==> src/rtl/mlp_inference_ctrl.sv <==
// MLP inference sequencer: launches the MLP, waits for done with a timeout, then runs a serial
// signed argmax over the captured activations. Optional low-confidence flag via MLP_CONF_CHECK_EN.
module mlp_inference_ctrl #(
    parameter int unsigned OL_NEURONS = 10,
    parameter int unsigned RESOLUTION = 8,
    parameter int unsigned DIGIT_W    = 4,
    parameter int unsigned TIMEOUT    = 1024
`ifdef MLP_CONF_CHECK_EN
    ,
    parameter logic signed [RESOLUTION-1:0] MIN_CONF = 8'sd64
`endif
) (
    input  logic                               clk,
    input  logic                               reset,
    input  logic                               start,
    output logic                               busy,
    output logic                               MLP_go,
    input  logic                               MLP_done,
    input  logic [RESOLUTION*OL_NEURONS-1:0]   output_activations,
    output logic [DIGIT_W-1:0]                 digit,
    output logic signed [RESOLUTION-1:0]       max_activation,
    output logic                               result_valid,
    input  logic                               result_ack,
    output logic                               error,
    output logic                               low_conf
);

    localparam int unsigned TIMER_W = $clog2(TIMEOUT);
    localparam logic [TIMER_W-1:0] TIMER_MAX = TIMER_W'(TIMEOUT - 1);
    localparam logic [DIGIT_W-1:0] LAST_IDX  = DIGIT_W'(OL_NEURONS - 1);

    typedef enum logic [2:0] {IDLE, GO, WAIT, SCAN, DONE} state_t;

    state_t                       state_q, state_d;
    logic [TIMER_W-1:0]           timer_q, timer_d;
    logic [DIGIT_W-1:0]           idx_q, idx_d;
    logic [DIGIT_W-1:0]           best_idx_q, best_idx_d;
    logic [DIGIT_W-1:0]           digit_q, digit_d;
    logic signed [RESOLUTION-1:0] best_q, best_d;
    logic signed [RESOLUTION-1:0] max_q, max_d;
    logic signed [RESOLUTION-1:0] cur_act;
    logic signed [RESOLUTION-1:0] act_q [OL_NEURONS];
    logic signed [RESOLUTION-1:0] act_d [OL_NEURONS];
    logic                         error_q, error_d;
    logic                         busy_q, go_q, valid_q;
`ifdef MLP_CONF_CHECK_EN
    logic                         low_conf_q, low_conf_d;
`endif

    always_ff @(posedge clk) begin
        if (reset) begin
            state_q <= IDLE;
        end else begin
            state_q <= state_d;
        end
    end

    // Next-state, capture and serial argmax
    always_comb begin
        state_d    = state_q;
        timer_d    = timer_q;
        idx_d      = idx_q;
        best_d     = best_q;
        best_idx_d = best_idx_q;
        digit_d    = digit_q;
        max_d      = max_q;
        error_d    = error_q;
        act_d      = act_q;
        cur_act    = act_q[idx_q];
`ifdef MLP_CONF_CHECK_EN
        low_conf_d = low_conf_q;
`endif
        case (state_q)
            IDLE: begin
                if (start) state_d = GO;
            end
            GO: begin
                timer_d = '0;
                state_d = WAIT;
            end
            WAIT: begin
                if (MLP_done) begin
                    for (int i = 0; i < int'(OL_NEURONS); i++) begin
                        act_d[i] = output_activations[RESOLUTION*i +: RESOLUTION];
                    end
                    idx_d   = '0;
                    state_d = SCAN;
                end else if (timer_q == TIMER_MAX) begin
                    state_d = DONE;
                    error_d = 1'b1;
                    digit_d = '0;
                    max_d   = '0;
`ifdef MLP_CONF_CHECK_EN
                    low_conf_d = 1'b0;
`endif
                end else begin
                    timer_d = timer_q + TIMER_W'(1);
                end
            end
            SCAN: begin
                // Strictly-greater replace keeps the lowest index on ties
                if (idx_q == '0 || cur_act > best_q) begin
                    best_d     = cur_act;
                    best_idx_d = idx_q;
                end
                idx_d = idx_q + DIGIT_W'(1);
                if (idx_q == LAST_IDX) begin
                    state_d = DONE;
                    digit_d = best_idx_d;
                    max_d   = best_d;
`ifdef MLP_CONF_CHECK_EN
                    low_conf_d = (best_d < MIN_CONF);
`endif
                end
            end
            DONE: begin
                if (result_ack) begin
                    state_d = IDLE;
                    error_d = 1'b0;
`ifdef MLP_CONF_CHECK_EN
                    low_conf_d = 1'b0;
`endif
                end
            end
            default: state_d = IDLE;
        endcase
    end

    always_ff @(posedge clk) begin
        if (reset) begin
            timer_q    <= '0;
            idx_q      <= '0;
            best_q     <= '0;
            best_idx_q <= '0;
            digit_q    <= '0;
            max_q      <= '0;
            error_q    <= 1'b0;
            busy_q     <= 1'b0;
            go_q       <= 1'b0;
            valid_q    <= 1'b0;
            for (int i = 0; i < int'(OL_NEURONS); i++) act_q[i] <= '0;
`ifdef MLP_CONF_CHECK_EN
            low_conf_q <= 1'b0;
`endif
        end else begin
            timer_q    <= timer_d;
            idx_q      <= idx_d;
            best_q     <= best_d;
            best_idx_q <= best_idx_d;
            digit_q    <= digit_d;
            max_q      <= max_d;
            error_q    <= error_d;
            busy_q     <= (state_d != IDLE);
            go_q       <= (state_d == GO);
            valid_q    <= (state_d == DONE);
            act_q      <= act_d;
`ifdef MLP_CONF_CHECK_EN
            low_conf_q <= low_conf_d;
`endif
        end
    end

    assign busy           = busy_q;
    assign MLP_go         = go_q;
    assign result_valid   = valid_q;
    assign digit          = digit_q;
    assign max_activation = max_q;
    assign error          = error_q;
`ifdef MLP_CONF_CHECK_EN
    assign low_conf       = low_conf_q;
`else
    assign low_conf       = 1'b0;
`endif

endmodule

==> config.mk <==
export PLATFORM = sky130hd
export DESIGN_NAME = mlp_inference_ctrl
export DESIGN_NICKNAME = d
export VERILOG_FILES = /design/src/rtl/mlp_inference_ctrl.sv
export SDC_FILE = /design/constraint.sdc
export NUM_CORES = 1
export LEC_CHECK = 0
export BUFFER_PORTS_ARGS = -buffer_cell sky130_fd_sc_hd__buf_2
export CAP_MARGIN = 15
export CORE_ASPECT_RATIO = 0.75
export CORE_UTILIZATION = 30
export CTS_CLUSTER_DIAMETER = 60
export CTS_CLUSTER_SIZE = 25
export DETAILED_ROUTE_END_ITERATION = 6
export GPL_ROUTABILITY_DRIVEN = 0
export SLEW_MARGIN = 30
export SYNTH_ARGS = -nofsm -noshare
export SYNTH_HDL_FRONTEND = slang
export SYNTH_SLANG_ARGS = --single-unit
==> constraint.sdc <==
create_clock -name clk -period 3 [get_ports clk]
set_clock_uncertainty 0.1 [all_clocks]
set_input_delay 0.15 -clock clk [delete_from_list [all_inputs] [get_ports clk]]
set_output_delay 0.15 -clock clk [all_outputs]
set_load 0.01 [all_outputs]
**Word-level counts from Yosys, hierarchy flattened**

Cells that the tools add are included.

- Output and inout port bits: 17
- Input port bits: 85
- Bits in registers: 125

- Equal/unequal tests: 14
- Add/subtract/negate cells: 2
- Bitwise logic cells: 1
- Order comparisons: 2
- Reduce and logical (&&, ||, !) cells: 12
- Mux-type cells: 28

Operator list:

| operator | number |
|---|---|
| 2-to-1 mux 8 bit | 6 |
| binary-select mux 8 bit (select 4 bit) | 1 |
| 2-to-1 mux 10 bit | 2 |
| 2-to-1 mux 4 bit | 5 |
| one-hot mux 10 bit (2 select lines) | 1 |
| one-hot mux 4 bit (2 select lines) | 2 |
| one-hot mux 8 bit (2 select lines) | 1 |
| 2-to-1 mux 3 bit | 5 |
| one-hot mux 3 bit (5 select lines) | 1 |
| != test 2 bit, second input constant | 6 |
| adder 10 x 1 -> 10 bit, second input constant | 1 |
| equality test 10 bit, second input constant | 1 |
| > comparator 8 bit | 1 |
| AND reduction 4 bit | 2 |
| equality test 3 x 1 -> 1 bit, second input constant | 2 |
| equality test 3 x 2 -> 1 bit, second input constant | 2 |
| equality test 3 bit, second input constant | 2 |
| nonzero test 2 bit | 3 |
| >= comparator 5 bit, second input constant | 1 |
| NOT 4 -> 5 bit | 1 |
| adder 4 x 1 -> 4 bit, second input constant | 1 |
| equality test 4 bit, second input constant | 1 |
| logical NOT 4 bit | 1 |
| AND reduction 2 bit | 2 |
| 6 further kinds | 8 |

**Logic depth before layout (Yosys ltp)**

- Depth after elaboration: 9
- Gate-level depth with buffers: 14

**Worst setup path after synthesis**

OpenSTA, ideal clock, no wires.

- Path kind: reg-to-reg
- Start: register idx_q[0]
- End: register max_q[1] (netlist: max_activation[1])
- Setup slack: -0.253 ns
- Stages on the path, launching flop included: 12
- Buffers on the path: 2
- Period minus slack after synthesis: 3.253 ns
- Data arrival time: 3.031 ns
- Data required time: 2.778 ns
- Cells stage by stage: dfxtp_1 buf_2 mux4_2 a22oi_1 o21ai_0 ha_1 a21o_1 a2111oi_0 nor3_1 clkbuf_1 o31ai_1 o21ai_0

- Cells in the longest elaborated chain, start to end: 9
- Elaborated cells between the ends (all ways): 13
- Those cells by class: order compare: 1; eq/ne: 2; mux: 6; bitwise: 1; reduce/logical: 3

RTL lines:

| what | line | RTL |
|---|---|---|
| start: declaration | 36 | `logic [DIGIT_W-1:0] idx_q, idx_d;` |
| start signal: assignment | 147 | `idx_q <= idx_d;` |
| NOT 4 -> 5 bit (not written as such) | 69 | `cur_act = act_q[idx_q];` |
| binary-select mux 8 bit (select 4 bit) | 69 |  |
| 2-to-1 mux 8 bit (not written as such) (2 in series) | 69 |  |
| > comparator 8 bit | 102 | `if (idx_q == '0 \|\| cur_act > best_q) begin` |
| logical OR 1 bit | 102 |  |
| 2-to-1 mux 8 bit | 102 |  |
| 2-to-1 mux 8 bit | 107 | `if (idx_q == LAST_IDX) begin` |
| one-hot mux 8 bit (2 select lines) | 73 | `case (state_q)` |
| end signal: assignment | 151 | `max_q <= max_d;` |
| end: declaration | 40 | `logic signed [RESOLUTION-1:0] max_q, max_d;` |

Several ways; a longest one is shown, not always the timed one. The select of a mux whose other input is x is not followed.
A chain may end at the register's enable or synchronous reset.

**Final worst setup path**

- Start: register idx_q[0]
- End: register best_idx_q[3]

- Cells in the longest elaborated chain, start to end: 7
- Elaborated cells between the ends (all ways): 8
- Those cells by class: order compare: 1; mux: 4; bitwise: 1; reduce/logical: 2

RTL lines:

| what | line | RTL |
|---|---|---|
| NOT 4 -> 5 bit (not written as such) | 69 |  |
| binary-select mux 8 bit (select 4 bit) | 69 |  |
| 2-to-1 mux 8 bit (not written as such) (2 in series) | 69 |  |
| > comparator 8 bit | 102 |  |
| logical OR 1 bit * | 102 |  |
| 2-to-1 mux 4 bit * | 102 |  |
| end signal: assignment | 149 | `best_idx_q <= best_idx_d;` |
| end: declaration | 37 | `logic [DIGIT_W-1:0] best_idx_q, best_idx_d;` |

Every way passes the cells marked *; elsewhere a longest branch is shown, timed or not. The select of a mux whose other input is x is not followed.

==> summary.md <==
| Metric | Value |
|---|---|
| Worst vdd rail ir drop | `0.3328 mV` |
| DP Area | `0.006635 mm²` |
| PD cells | `546.8 mW/mm²` |
| GRT Overall Usage | `17.40%` |
| Violated checks | `negative setup slack` |
| Post-layout utilization of the core | `45.36%` |
| Tcrit/Tclk final | `104.4%` |
| Antenna-violating nets left | `0` |
| Worst Setup SP | `idx_q[0]` |
| RR Startpoint | `idx_q[0]` |
| Initial antenna violation count | `0` |
| Slew HR | `38.75%` |
| Cells after Synth | `674` |
| Average wire per standard cell | `14.97 µm` |
| Iter 0 DRT Violations | `306` |
| CTS sink cnt | `125` |
| Cells on worst reg2reg path | `11` |
| Final-layout fill cell count | `1817` |
| Ys async rst share | `0%` |
| Reg2reg end | `best_idx_q[3]` |
| Final nets | `969` |
| I/O pin cnt | `102` |
| Initial Util | `30.77%` |
| Synth-to-Final Area Change | `47.40%` |
| CP arrival | `3.34 ns` |
| Worst hold path class | `input port to flip-flop` |
| Crit path launch type | `flip-flop` |
| Max Freq | `0.3193 GHz` |
| Worst slew pin tran | `0.9188 ns` |
| TritonCTS clock tree | `built` |
| Final wirelength | `16940 µm` |
| Synth Cell Area | `0.005728 mm²` |
| WHS | `0.09124 ns` |
| Final setup violation count | `23` |
| Via count | `5427` |
| Worst setup path endpoint | `best_idx_q[3]` |
| HPWL Detailed | `10520 µm` |
| Post-Syn Area per Cell | `8.499 µm²` |
| Pleak | `3.090 nW` |
| Sequential area share after synthesis | `43.69%` |
| Post-route DRC | `0` |
| # rows | `43` |
| Vias in the first global route | `5217` |
| Initial DRT Pass Iterations | `4` |
| Final count of hold timing violations | `0` |
| Worst-path clk slew | `0.06 ns` |
| Max Cap Viol | `0` |
| Layout cells sized above 1 | `27.49%` |
| Reg2reg setup slack | `-0.13 ns` |
| Later-pin clock latency in the skew report | `0.42 ns` |
| Seq cells post-synth | `125` |
| Chip height | `121.7 µm` |
| Worst-path maximum fanout | `6` |
| Outcome | `finished with violations` |
| Root Driver | `clkbuf_16` |
| Minimum clock period | `3.132 ns` |
| # diodes | `0` |
| # port buffers | `100` |
| Htree depth | `4` |
| Post-synth cell types | `53` |
| Core ar. | `0.01862 mm²` |
| CTS Buf Count | `17` |
| Unrepaired setup endpoints after global routing | `true` |
| EDFF count, synth | `0` |
| Die Area | `0.01966 mm²` |
| Syn_nets | `771` |
| Largest net degree at the start of global routing | `85` |
| Final Cell Area | `0.008443 mm²` |
| Place WS | `-0.2063 ns` |
| Maximum root-to-sink buffer count | `2` |
| CP Data Required Time | `3.20 ns` |
| Setup TNS | `-2.462 ns` |
| GR Overflow Total | `0` |
| Via density | `4.798` |
| Main flop type after synthesis | `dfxtp_1` |
| Chip Width | `161.6 µm` |
| Critical path capture point type | `flip-flop` |
| Max-slew violation count | `0` |
| Crit Path Class | `flip-flop to flip-flop` |
| Final setup margin | `-0.1317 ns` |
| Yosys warns | `0` |
| First-pass GRT wire length | `26620 µm` |
-- routing by layer --
layer / vias up / routed length, µm / GRT usage [%]
met1: 2527 / 8418 / 24.62
met5: - / 0 / 0
li1: 2736 / - / -
met4: 0 / 223 / 5.542
met2: 145 / 7376 / 25.84
met3: 19 / 917 / 4.290
-- final cells by class --
type                            count  area [µm²]  area share (%)
Multi-Input combinational cell    481        3172           37.57
Tap cell                          247       309.0           3.660
Clock inverter                     12       183.9           2.178
Inverter                           17       63.81          0.7558
Sequential cell                   125        2507           29.70
Clock buffer                       19       452.9           5.365
Timing Repair Buffer              230        1754           20.78
-- worst min path at each step --
stage	depth (start not counted)	start	slack, ns	endpoint
floorplan	2	output_activations[56]	0.19	act_q[16]
global placement	3	output_activations[16]	0.29	act_q[56]
detailed placement	3	output_activations[52]	0.30	act_q[28]
CTS	2	reset	0.07	timer_q[0]
global route	2	reset	0.1	timer_q[0]
finish	2	reset	0.09	timer_q[0]
-- cell usage after synthesis, drive strengths merged (2+ instances only) --
master | instances | area [µm²]
a2111oi | 4 | 91.34
a211oi | 17 | 127.6
a21oi | 100 | 504.2
a221oi | 2 | 17.52
a22oi | 9 | 67.56
a31oi | 2 | 12.51
a32o | 3 | 30.03
and3 | 4 | 25.02
buf | 26 | 141.4
clkbuf | 28 | 106.4
dfxtp | 125 | 2502
ha | 12 | 150.1
inv | 17 | 63.81
mux2i | 12 | 120.1
mux4 | 16 | 360.4
nand2 | 191 | 716.9
nand2b | 10 | 62.56
nand3 | 4 | 20.02
nand3b | 3 | 22.52
nand4 | 7 | 43.79
nor2 | 16 | 65.06
nor2b | 3 | 18.77
nor3 | 2 | 10.01
o211ai | 3 | 22.52
o21a | 3 | 22.52
o21ai | 21 | 105.1
o31ai | 9 | 67.56
or3 | 2 | 12.51
or3b | 2 | 17.52
or4b | 2 | 20.02
xnor2 | 6 | 52.55
-- power breakdown --
part	switching [mW]	internal (mW)
logic	0.329	0.299
clock network	0.784	1.44
registers	0.0443	1.72
-- state kept, by name (all words and copies together), names as in the netlist --
| register | cells |
|---|---|
| act_q | 80 |
| best_q | 8 |
| MLP_go | 1 |
| digit | 4 |
| timer_q | 10 |
| result_valid | 1 |
| idx_q | 4 |
| best_idx_q | 4 |
| max_activation | 8 |
| state_q | 3 |
| error | 1 |
| busy | 1 |
-- stage by stage --
stage	total power, mW	cells
6_report	4.616	1131
5_1_grt	4.797	1131
4_1_cts	4.560	1120
3_5_place_dp	2.249	1000
3_3_place_gp	2.247	1000
2_1_floorplan	2.085	674
-- placed cells by master (no fill, tap or decap), types with 6 or more instances in the layout --
master	netlist	routed
nand4_1	7	7
o31ai_2	0	6
dfxtp_1	125	123
mux4_2	16	16
a22oi_2	0	6
clkbuf_16	0	17
buf_4	5	40
a21oi_1	99	99
xnor2_1	6	6
nand2b_1	10	9
ha_1	12	11
dlygate4sd3_1	0	81
inv_1	17	17
buf_2	20	99
a211oi_1	17	15
o21ai_1	1	13
nor2_1	14	12
mux2i_1	12	12
nand2_1	191	191
buf_6	0	6
-- kinds of logic (layout without fill, tap and decap cells) --
kind of cell | Yosys count | in the layout | share of synthesized area [%]
flip-flops | 125 | 125 | 43.69
buffers and inverters | 71 | 278 | 5.439
adder cells (fa/ha/maj) | 12 | 12 | 2.621
multiplexers | 29 | 29 | 8.585
XOR/XNOR | 7 | 7 | 1.070
AO/OA/AOI/OAI | 178 | 178 | 19.62
other | 1 | 1 | 0.06547
AND/OR/NAND/NOR | 251 | 254 | 18.92
-- what timing repair did --
item / CTS / global route
pin swaps: 11 / 33
buffers inserted: 9 / 7
gates resized for setup: 19 / 41
endpoints found under the hold margin: 83 / 0
cloned: 0 / 4
endpoints found under the setup margin: 24 / 24
hold buffers: 81 / 0
-- worst max-delay path, cell delays in order (launching register included) --
cell and delay, ns:
dfxtp_4 0.38, buf_6 0.13, mux4_2 0.51, a22oi_2 0.20, o21ai_2 0.08, ha_1 0.30
a21o_1 0.22, a2111oi_4 0.51, or3_4 0.27, a21oi_4 0.07, buf_4 0.14, mux2i_1 0.10
No activity file was read; power rests on OpenSTA's default activity.
